===== config.mk =====
export PLATFORM = sky130hd
export DESIGN_NAME = skeleton_frame_scheduler
export DESIGN_NICKNAME = d
export VERILOG_FILES = /design/src/rtl/skel_sched_pkg.sv /design/src/rtl/skeleton_frame_scheduler_sat_counter.sv /design/src/rtl/skeleton_frame_scheduler.sv
export SDC_FILE = /design/constraint.sdc
export NUM_CORES = 1
export LEC_CHECK = 0
export CORE_MARGIN = 2
export CORE_UTILIZATION = 51
export CTS_CLUSTER_SIZE = 12
export DETAILED_ROUTE_END_ITERATION = 7
export PLACE_DENSITY = 0.91
export SYNTH_ARGS = -nofsm -noshare
export SYNTH_HDL_FRONTEND = slang
export SYNTH_HIERARCHICAL = 1
export SYNTH_SLANG_ARGS = --single-unit

===== constraint.sdc =====
create_clock -name clk_in -period 4.7 [get_ports clk_in]
set_clock_uncertainty 0.05 [all_clocks]
set_input_delay 0.94 -clock clk_in [delete_from_list [all_inputs] [get_ports clk_in]]
set_output_delay 0.94 -clock clk_in [all_outputs]
set_load 0.1 [all_outputs]

===== src/rtl/skel_sched_pkg.sv =====
// Shared types and constants for the skeleton frame scheduler.
//   sched_state_t  : scheduler state encoding (also driven on state_out)
//   RECOVER_CYCLES : length of the skeletonizer reset pulse in clk_in cycles
package skel_sched_pkg;

    typedef enum logic [2:0] {
        ST_RECOVER = 3'd0,
        ST_IDLE    = 3'd1,
        ST_ARM     = 3'd2,
        ST_LOAD    = 3'd3,
        ST_PROCESS = 3'd4
    } sched_state_t;

    localparam int RECOVER_CYCLES = 4;

endpackage


===== src/rtl/skeleton_frame_scheduler_sat_counter.sv =====
// Saturating event counter used for the debug HUD statistics.
//   clk_in    : system clock
//   rst_in    : asynchronous active-high reset, clears the count
//   inc_in    : count one event this cycle
//   count_out : current count, holds at all-ones once reached
module sat_counter #(
    parameter int WIDTH = 16
) (
    input  logic             clk_in,
    input  logic             rst_in,
    input  logic             inc_in,
    output logic [WIDTH-1:0] count_out
);

    always_ff @(posedge clk_in or posedge rst_in) begin
        if (rst_in) begin
            count_out <= '0;
        end else if (inc_in && (count_out != '1)) begin
            count_out <= count_out + 1'b1;
        end
    end

endmodule


===== src/rtl/skeleton_frame_scheduler.sv =====
// Admits one complete camera frame at a time into the skeletonizer, drops
// frames that arrive while a skeleton is being computed, detects completion
// from the skeletonizer output stream and resets a hung skeletonizer.
//
// state      | meaning
// -----------+-------------------------------------------------------------
// RECOVER(0) | skel_rst_out held high for RECOVER_CYCLES cycles
// IDLE   (1) | not admitting, nothing forwarded
// ARM    (2) | waiting for start-of-frame
// LOAD   (3) | forwarding the admitted frame up to end-of-frame
// PROCESS(4) | skeletonizer busy; watchdog running, new frames dropped
//
// Ports:
//   clk_in, rst_in                     : clock, async active-high reset
//   enable_in                          : admit new frames when high
//   hcount_in/vcount_in/pixel_in/
//   pixel_valid_in                     : thresholded camera stream
//   skel_valid_in/skel_hcount_in/
//   skel_vcount_in                     : skeletonizer output stream
//   skel_hcount_out/skel_vcount_out/
//   skel_pixel_out/skel_valid_out      : registered stream to skeletonizer
//   skel_rst_out                       : reset to skeletonizer
//   frame_done_out                     : one-cycle pulse per finished skeleton
//   frames_done_out/frames_dropped_out/
//   timeouts_out                       : saturating statistics
//   state_out                          : current state encoding
module skeleton_frame_scheduler
    import skel_sched_pkg::*;
#(
    parameter int HORIZONTAL_COUNT = 320,
    parameter int VERTICAL_COUNT   = 180,
    parameter int TIMEOUT_CYCLES   = 2_000_000,
    parameter int CNT_WIDTH        = 16
) (
    input  logic                                clk_in,
    input  logic                                rst_in,
    input  logic                                enable_in,
    input  logic [$clog2(HORIZONTAL_COUNT)-1:0] hcount_in,
    input  logic [$clog2(VERTICAL_COUNT)-1:0]   vcount_in,
    input  logic                                pixel_in,
    input  logic                                pixel_valid_in,
    input  logic                                skel_valid_in,
    input  logic [$clog2(HORIZONTAL_COUNT)-1:0] skel_hcount_in,
    input  logic [$clog2(VERTICAL_COUNT)-1:0]   skel_vcount_in,
    output logic [$clog2(HORIZONTAL_COUNT)-1:0] skel_hcount_out,
    output logic [$clog2(VERTICAL_COUNT)-1:0]   skel_vcount_out,
    output logic                                skel_pixel_out,
    output logic                                skel_valid_out,
    output logic                                skel_rst_out,
    output logic                                frame_done_out,
    output logic [CNT_WIDTH-1:0]                frames_done_out,
    output logic [CNT_WIDTH-1:0]                frames_dropped_out,
    output logic [CNT_WIDTH-1:0]                timeouts_out,
    output logic [2:0]                          state_out
);

    localparam int HWIDTH = $clog2(HORIZONTAL_COUNT);
    localparam int VWIDTH = $clog2(VERTICAL_COUNT);
    localparam int REC_W  = $clog2(RECOVER_CYCLES);
    localparam int WD_W   = (TIMEOUT_CYCLES > 1) ? $clog2(TIMEOUT_CYCLES) : 1;

    localparam logic [HWIDTH-1:0] H_LAST    = HWIDTH'(HORIZONTAL_COUNT - 1);
    localparam logic [VWIDTH-1:0] V_LAST    = VWIDTH'(VERTICAL_COUNT - 1);
    localparam logic [REC_W-1:0]  REC_LAST  = REC_W'(RECOVER_CYCLES - 1);
    localparam logic [WD_W-1:0]   WD_RELOAD = WD_W'(TIMEOUT_CYCLES - 1);

    sched_state_t      state, state_d;
    logic [REC_W-1:0]  rec_cnt, rec_d;
    // Watchdog is a down-counter: reload on entry to PROCESS, fire at zero,
    // which lands on the TIMEOUT_CYCLES-th PROCESS cycle.
    logic [WD_W-1:0]   wd_cnt, wd_d;
    logic              fwd, inc_done, inc_drop, inc_to;
    logic              sof, eof, skel_last;

    assign sof       = pixel_valid_in && (hcount_in == '0) && (vcount_in == '0);
    assign eof       = pixel_valid_in && (hcount_in == H_LAST) && (vcount_in == V_LAST);
    assign skel_last = skel_valid_in && (skel_hcount_in == H_LAST) &&
                       (skel_vcount_in == V_LAST);

    always_comb begin
        state_d  = state;
        rec_d    = rec_cnt;
        wd_d     = wd_cnt;
        fwd      = 1'b0;
        inc_done = 1'b0;
        inc_drop = 1'b0;
        inc_to   = 1'b0;
        case (state)
            ST_RECOVER: begin
                if (rec_cnt == REC_LAST) begin
                    rec_d   = '0;
                    state_d = enable_in ? ST_ARM : ST_IDLE;
                end else begin
                    rec_d = rec_cnt + 1'b1;
                end
            end
            ST_IDLE: begin
                if (enable_in) state_d = ST_ARM;
            end
            ST_ARM: begin
                // Disable wins over a coincident SOF: nothing is admitted.
                if (!enable_in) begin
                    state_d = ST_IDLE;
                end else if (sof) begin
                    fwd     = 1'b1;
                    state_d = ST_LOAD;
                end
            end
            ST_LOAD: begin
                // Abort takes priority; the pixel of the abort cycle is not sent.
                if (!enable_in) begin
                    inc_drop = 1'b1;
                    state_d  = ST_IDLE;
                end else if (pixel_valid_in) begin
                    fwd = 1'b1;
                    if (eof) begin
                        wd_d    = WD_RELOAD;
                        state_d = ST_PROCESS;
                    end else if (sof) begin
                        // Restarted frame: the partial one is lost, the new one loads.
                        inc_drop = 1'b1;
                    end
                end
            end
            ST_PROCESS: begin
                inc_drop = sof;
                if (wd_cnt != '0) wd_d = wd_cnt - 1'b1;
                if (skel_last) begin
                    inc_done = 1'b1;
                    state_d  = enable_in ? ST_ARM : ST_IDLE;
                end else if (wd_cnt == '0) begin
                    inc_to  = 1'b1;
                    rec_d   = '0;
                    state_d = ST_RECOVER;
                end
            end
            default: begin
                rec_d   = '0;
                state_d = ST_RECOVER;
            end
        endcase
    end

    always_ff @(posedge clk_in or posedge rst_in) begin
        if (rst_in) begin
            state           <= ST_RECOVER;
            rec_cnt         <= '0;
            wd_cnt          <= '0;
            skel_valid_out  <= 1'b0;
            skel_hcount_out <= '0;
            skel_vcount_out <= '0;
            skel_pixel_out  <= 1'b0;
            frame_done_out  <= 1'b0;
        end else begin
            state          <= state_d;
            rec_cnt        <= rec_d;
            wd_cnt         <= wd_d;
            skel_valid_out <= fwd;
            frame_done_out <= inc_done;
            if (fwd) begin
                skel_hcount_out <= hcount_in;
                skel_vcount_out <= vcount_in;
                skel_pixel_out  <= pixel_in;
            end
        end
    end

    assign skel_rst_out = (state == ST_RECOVER);
    assign state_out    = state;

    sat_counter #(.WIDTH(CNT_WIDTH)) u_done_cnt (
        .clk_in    (clk_in),
        .rst_in    (rst_in),
        .inc_in    (inc_done),
        .count_out (frames_done_out)
    );

    sat_counter #(.WIDTH(CNT_WIDTH)) u_drop_cnt (
        .clk_in    (clk_in),
        .rst_in    (rst_in),
        .inc_in    (inc_drop),
        .count_out (frames_dropped_out)
    );

    sat_counter #(.WIDTH(CNT_WIDTH)) u_timeout_cnt (
        .clk_in    (clk_in),
        .rst_in    (rst_in),
        .inc_in    (inc_to),
        .count_out (timeouts_out)
    );

endmodule


Yosys cells after proc, flatten, opt, wreduce, memory -nomap -nowiden
Cells that the tools add are included.
Storage, ports and cells
  output and inout bits: 72
  flip-flop bits (word level): 94
  bits of input ports: 40
  word-level logic and storage cells: 94
Operators by class
  equal/unequal tests: 24
  add/sub/neg operators: 5
  reduce and logical (&&, ||, !) cells: 19
  multiplexer cells: 34
  bitwise operators: 1
Operator list (number)
  $mux W21: 4
  $add A16 B1 Y16 const B: 3
  $ne A16 B16 Y1 const B: 3
  $pmux W21 S2: 1
  $mux W3: 9
  $logic_not A21 Y1: 1
  $reduce_bool A21 Y1: 1
  $sub A21 B1 Y21 const B: 1
  $eq A9 B9 Y1 const B: 2
  $eq A8 B8 Y1 const B: 2
  $pmux W3 S5: 1
  $ne A2 B2 Y1 const B: 7
  $mux W1: 12
  $ne A3 B3 Y1 const B: 4
  $logic_and A1 B1 Y1: 9
  $logic_not A9 Y1: 1
  $logic_not A8 Y1: 1
  $mux W2: 4
  $eq A3 B2 Y1 const B: 2
  $pmux W2 S3: 1
  $reduce_and A6 Y1: 1
  $reduce_and A5 Y1: 1
  $pmux W1 S2: 2
  $eq A3 B1 Y1 const B: 1
  other kinds (9): 9

Longest topological paths before layout
  depth after elaboration: 9
  mapped depth: 10

By module
Netlist, hierarchy kept.
By module, submodules not included
  skeleton_frame_scheduler: cells an instance 243, instances 1, seq. area each 1151.1 sq um, area each 2508.7 sq um
  sat_counter: cells an instance 71, instances 3, seq. area each 400.4 sq um, area each 805.8 sq um

Worst setup path before layout
No wires, ideal clock.
  path type: flip-flop to output port
  start: reg state[0] (netlist: state_out[0])
  end: out skel_rst_out
  setup slack: 0.956 ns
  cell stages (with the launch flop): 5
  required time: 3.710 ns
  data arrival time: 2.754 ns
  cell sequence: dfrtp_1 > clkbuf_1 > or2_2 > buf_2 > nor2_1
Between the ends
  longest elaborated chain between the ends: 1
RTL lines
  start: declaration: line skeleton_frame_scheduler.sv:67  | sched_state_t state, state_d;
  start signal: assignment: line skeleton_frame_scheduler.sv:155  | state <= state_d;
  $logic_not A3 Y1: line skeleton_frame_scheduler.sv:168  | assign skel_rst_out = (state == ST_RECOVER);
  end: declaration: line skeleton_frame_scheduler.sv:49  | output logic skel_rst_out,
No other way between the ends.

Worst setup path after layout
Ends and elaborated chain as after synthesis.

==> impl_metrics.json <==
{
  "area_growth_pct": 28.7,
  "cts_tree": "yes",
  "dp_cells": 688,
  "final_util": 0.679,
  "finalNetCount": 616,
  "synth_fa_ha_area_frac": 0.0152,
  "synth-compound-area-share": 0.0483,
  "yosys.area_share.simple": 0.288,
  "cts.reportedPaths.clkPinSlew_ns": 0.09,
  "antennaDiodeCount": 0,
  "ys_seq_elements": 94,
  "rsz0062_at_grt": "false",
  "grt_antenna_before_repair": 0,
  "hp-class": "register to register",
  "synthDistinctLibCells": 62,
  "ctsHoldBuffers": 0,
  "ys_warn_count": 6,
  "routed_via_density": 5.70,
  "grt_max_degree": 47,
  "p_leak_nw": 2.68,
  "clock_latency_ns": 0.35,
  "grt_pass1_wl_microns": 18800,
  "hold_viol": 0,
  "min_to": "skel_vcount_out[0]",
  "setup_tns_ns": 0,
  "dp_hpwl_microns": 8540,
  "grt_pass1_vias": 4051,
  "worstHoldStart": "skel_vcount_out[0]",
  "fmax_mhz": 282,
  "syn_inst": 456,
  "cts_resized": 0,
  "yosysSeqAreaShare": 0.478,
  "final-max-slew-violation-count": 0,
  "ys_top_cells_by_area": "dfrtp_1, xnor2_1, mux2_2, nand2_1, nand3_1",
  "die_area_sq_um": 10500,
  "status": "completed",
  "post-route-drc-count": 0,
  "clkSinkCount": 94,
  "avgRoutedWirePerCell_microns": 16.2,
  "final_cell_mix": "clkdlybuf4s50_1, dfrtp_1, xnor2_1",
  "core_area_sq_um": 9330,
  "syn_area_sq_um": 4930,
  "initial_core_util": 0.528,
  "cts_buffers": 9,
  "boundaryPins": 112,
  "slew_headroom": 0.331,
  "layout_commonest_cell": "clkdlybuf4s50_1",
  "whs_path_depth": 1,
  "cts_setup_buffers": 0,
  "r2r_end": "u_timeout_cnt/count_out[14]",
  "die_h_microns": 102,
  "synth_top_family_by_area": "simple AND/OR/NAND/NOR gates",
  "p_per_area_nw_per_um2": 516,
  "synth_top_area_frac": 0.478,
  "critPathLaunchType": "register",
  "period_minus_slack_ns": 3.54,
  "first_pass_iters": 4,
  "num_rows": 35,
  "finalSetupViolCount": 0,
  "drtIter0Drc": 223,
  "tightestPinTransition_ns": 1.00,
  "vias": 4008,
  "antenna_left": 0,
  "ir_drop_mv": 0.891,
  "final_area_sq_um": 6340,
  "synth-xor-area-share": 0.0871,
  "r2r-start": "wd_cnt[12]",
  "reg2reg_depth": 8,
  "totalWireLength_microns": 11400,
  "drive_gt1_frac": 0.129,
  "dpl_cell_area_sq_um": 6160,
  "crit_arrival_ns": 2.55,
  "critPathKind": "register to primary output",
  "globalRouteTotalUtil": 0.226,
  "clock_path_buffers": 2,
  "clock-root-buffer": "clkbuf_8",
  "die_w_microns": 102,
  "synth_top_area_cell": "dfrtp_1",
  "cap_violations": 0,
  "cp-end-kind": "primary output",
  "finalCritPeriodShare": 0.754,
  "syn_area_per_cell_sq_um": 10.8,
  "htreeDepth": 3,
  "critPathMaxFanout": 12,
  "synth-edff-count": 0,
  "ff_latch_area_sq_um": 2350,
  "worst_ep_required_time_ns": 3.71,
  "grt_overflow": 0,
  "crit_start": "state_out[0]",
  "rrSetupSlack_ns": 1.26,
  "port_buffers": 111,
  "syn-num-nets": 502,
  "routabilityCongestion": 0.867,
  "final_cell_count_no_fill": 703,
  "synthMuxAreaShare": 0.0650,
  "async_reset_ff_frac": 1.00,
  "synth_ff_type": "dfrtp_1",
  "fillCellCount": 716,
  "multi_input_area_sq_um": 2480
}
-- metal layers --
| metal | vias to the layer above | part of all wire | track usage | routed length [microns] |
|---|---|---|---|---|
| li1 | 1902 | - | - | - |
| met1 | 1962 | 0.43 | 0.283 | 4840 |
| met2 | 126 | 0.50 | 0.388 | 5670 |
| met3 | 18 | 0.058 | 0.0492 | 665 |
| met4 | 0 | 0.018 | 0.0800 | 206 |
| met5 | - | 0 | 0 | 0 |
-- synthesized netlist by cell type (all sizes together) (2+ instances only) --
library cell / instances
xnor2: 48
and3: 18
or4: 7
nand3b: 2
buf: 6
nand3: 27
and4: 12
nand4: 25
or3: 6
nor3: 6
nor3b: 2
nand4b: 2
mux2: 24
o21a: 5
mux2i: 5
and2: 4
dfrtp: 94
nor2b: 2
nand2b: 5
ha: 6
o31ai: 2
clkbuf: 5
nor4: 21
o21ai: 5
nor4b: 4
or2: 3
a21oi: 10
nor2: 30
nand2: 45
inv: 9
a2111oi: 2
-- flip-flops by register name, summed over array words and instances (netlist names) --
| signal | cells |
|---|---|
| frame_done_out | 1 |
| rec_cnt | 2 |
| skel_hcount_out | 9 |
| skel_pixel_out | 1 |
| skel_valid_out | 1 |
| skel_vcount_out | 8 |
| state_out | 3 |
| u_done_cnt/count_out | 16 |
| u_drop_cnt/count_out | 16 |
| u_timeout_cnt/count_out | 16 |
| wd_cnt | 21 |
-- power breakdown --
group	internal (mW)	switching, mW	leakage (nW)
Clock	0.204	0.279	0.0804
Combinational	0.459	1.15	1.36
Sequential	0.991	0.189	1.24
-- final cells by class --
cell class                 instances  area share
clock inverter                     5     0.00573
timing repair buffer             114       0.179
multi-input combinational        342       0.392
sequential                        94       0.371
inverter                           9     0.00533
tap                              129      0.0255
clock buffer                      10      0.0217
-- logic make-up after synthesis --
logic type	count (synthesis)
buffers and inverters	20
xor gates and xnor gates	49
AOI/OAI and AO/OA	33
adders and majority gates	6
DFF	94
and+or+nand+nor	225
muxes	29
-- critical path, cell delays in order, from the launching register on --
cell and delay, ns:
dfrtp_1 0.52, or2_2 0.41, nor2_1 0.11, clkdlybuf4s50_1 1.16
-- worst max path at each step --
stage / to / depth (start not counted)
after floorplan: skel_rst_out / 4
after global placement: u_done_cnt/count_out[14] / 9
after detailed placement: u_done_cnt/count_out[14] / 9
after CTS: skel_rst_out / 3
after global routing: u_done_cnt/count_out[14] / 9
final: skel_rst_out / 3
-- through the flow --
step | worst slack [ns] | power, mW | hold slack, ns
after global routing | 1.02 | 3.42 | 0.480
after detailed placement | 0.850 | 2.79 | 0.443
final | 1.16 | 3.27 | 0.461
after floorplan | 0.956 | 2.39 | 0.418
after global placement | 1.00 | 2.74 | 0.437
after CTS | 1.15 | 3.28 | 0.464
(Power assumes the default switching activity.)
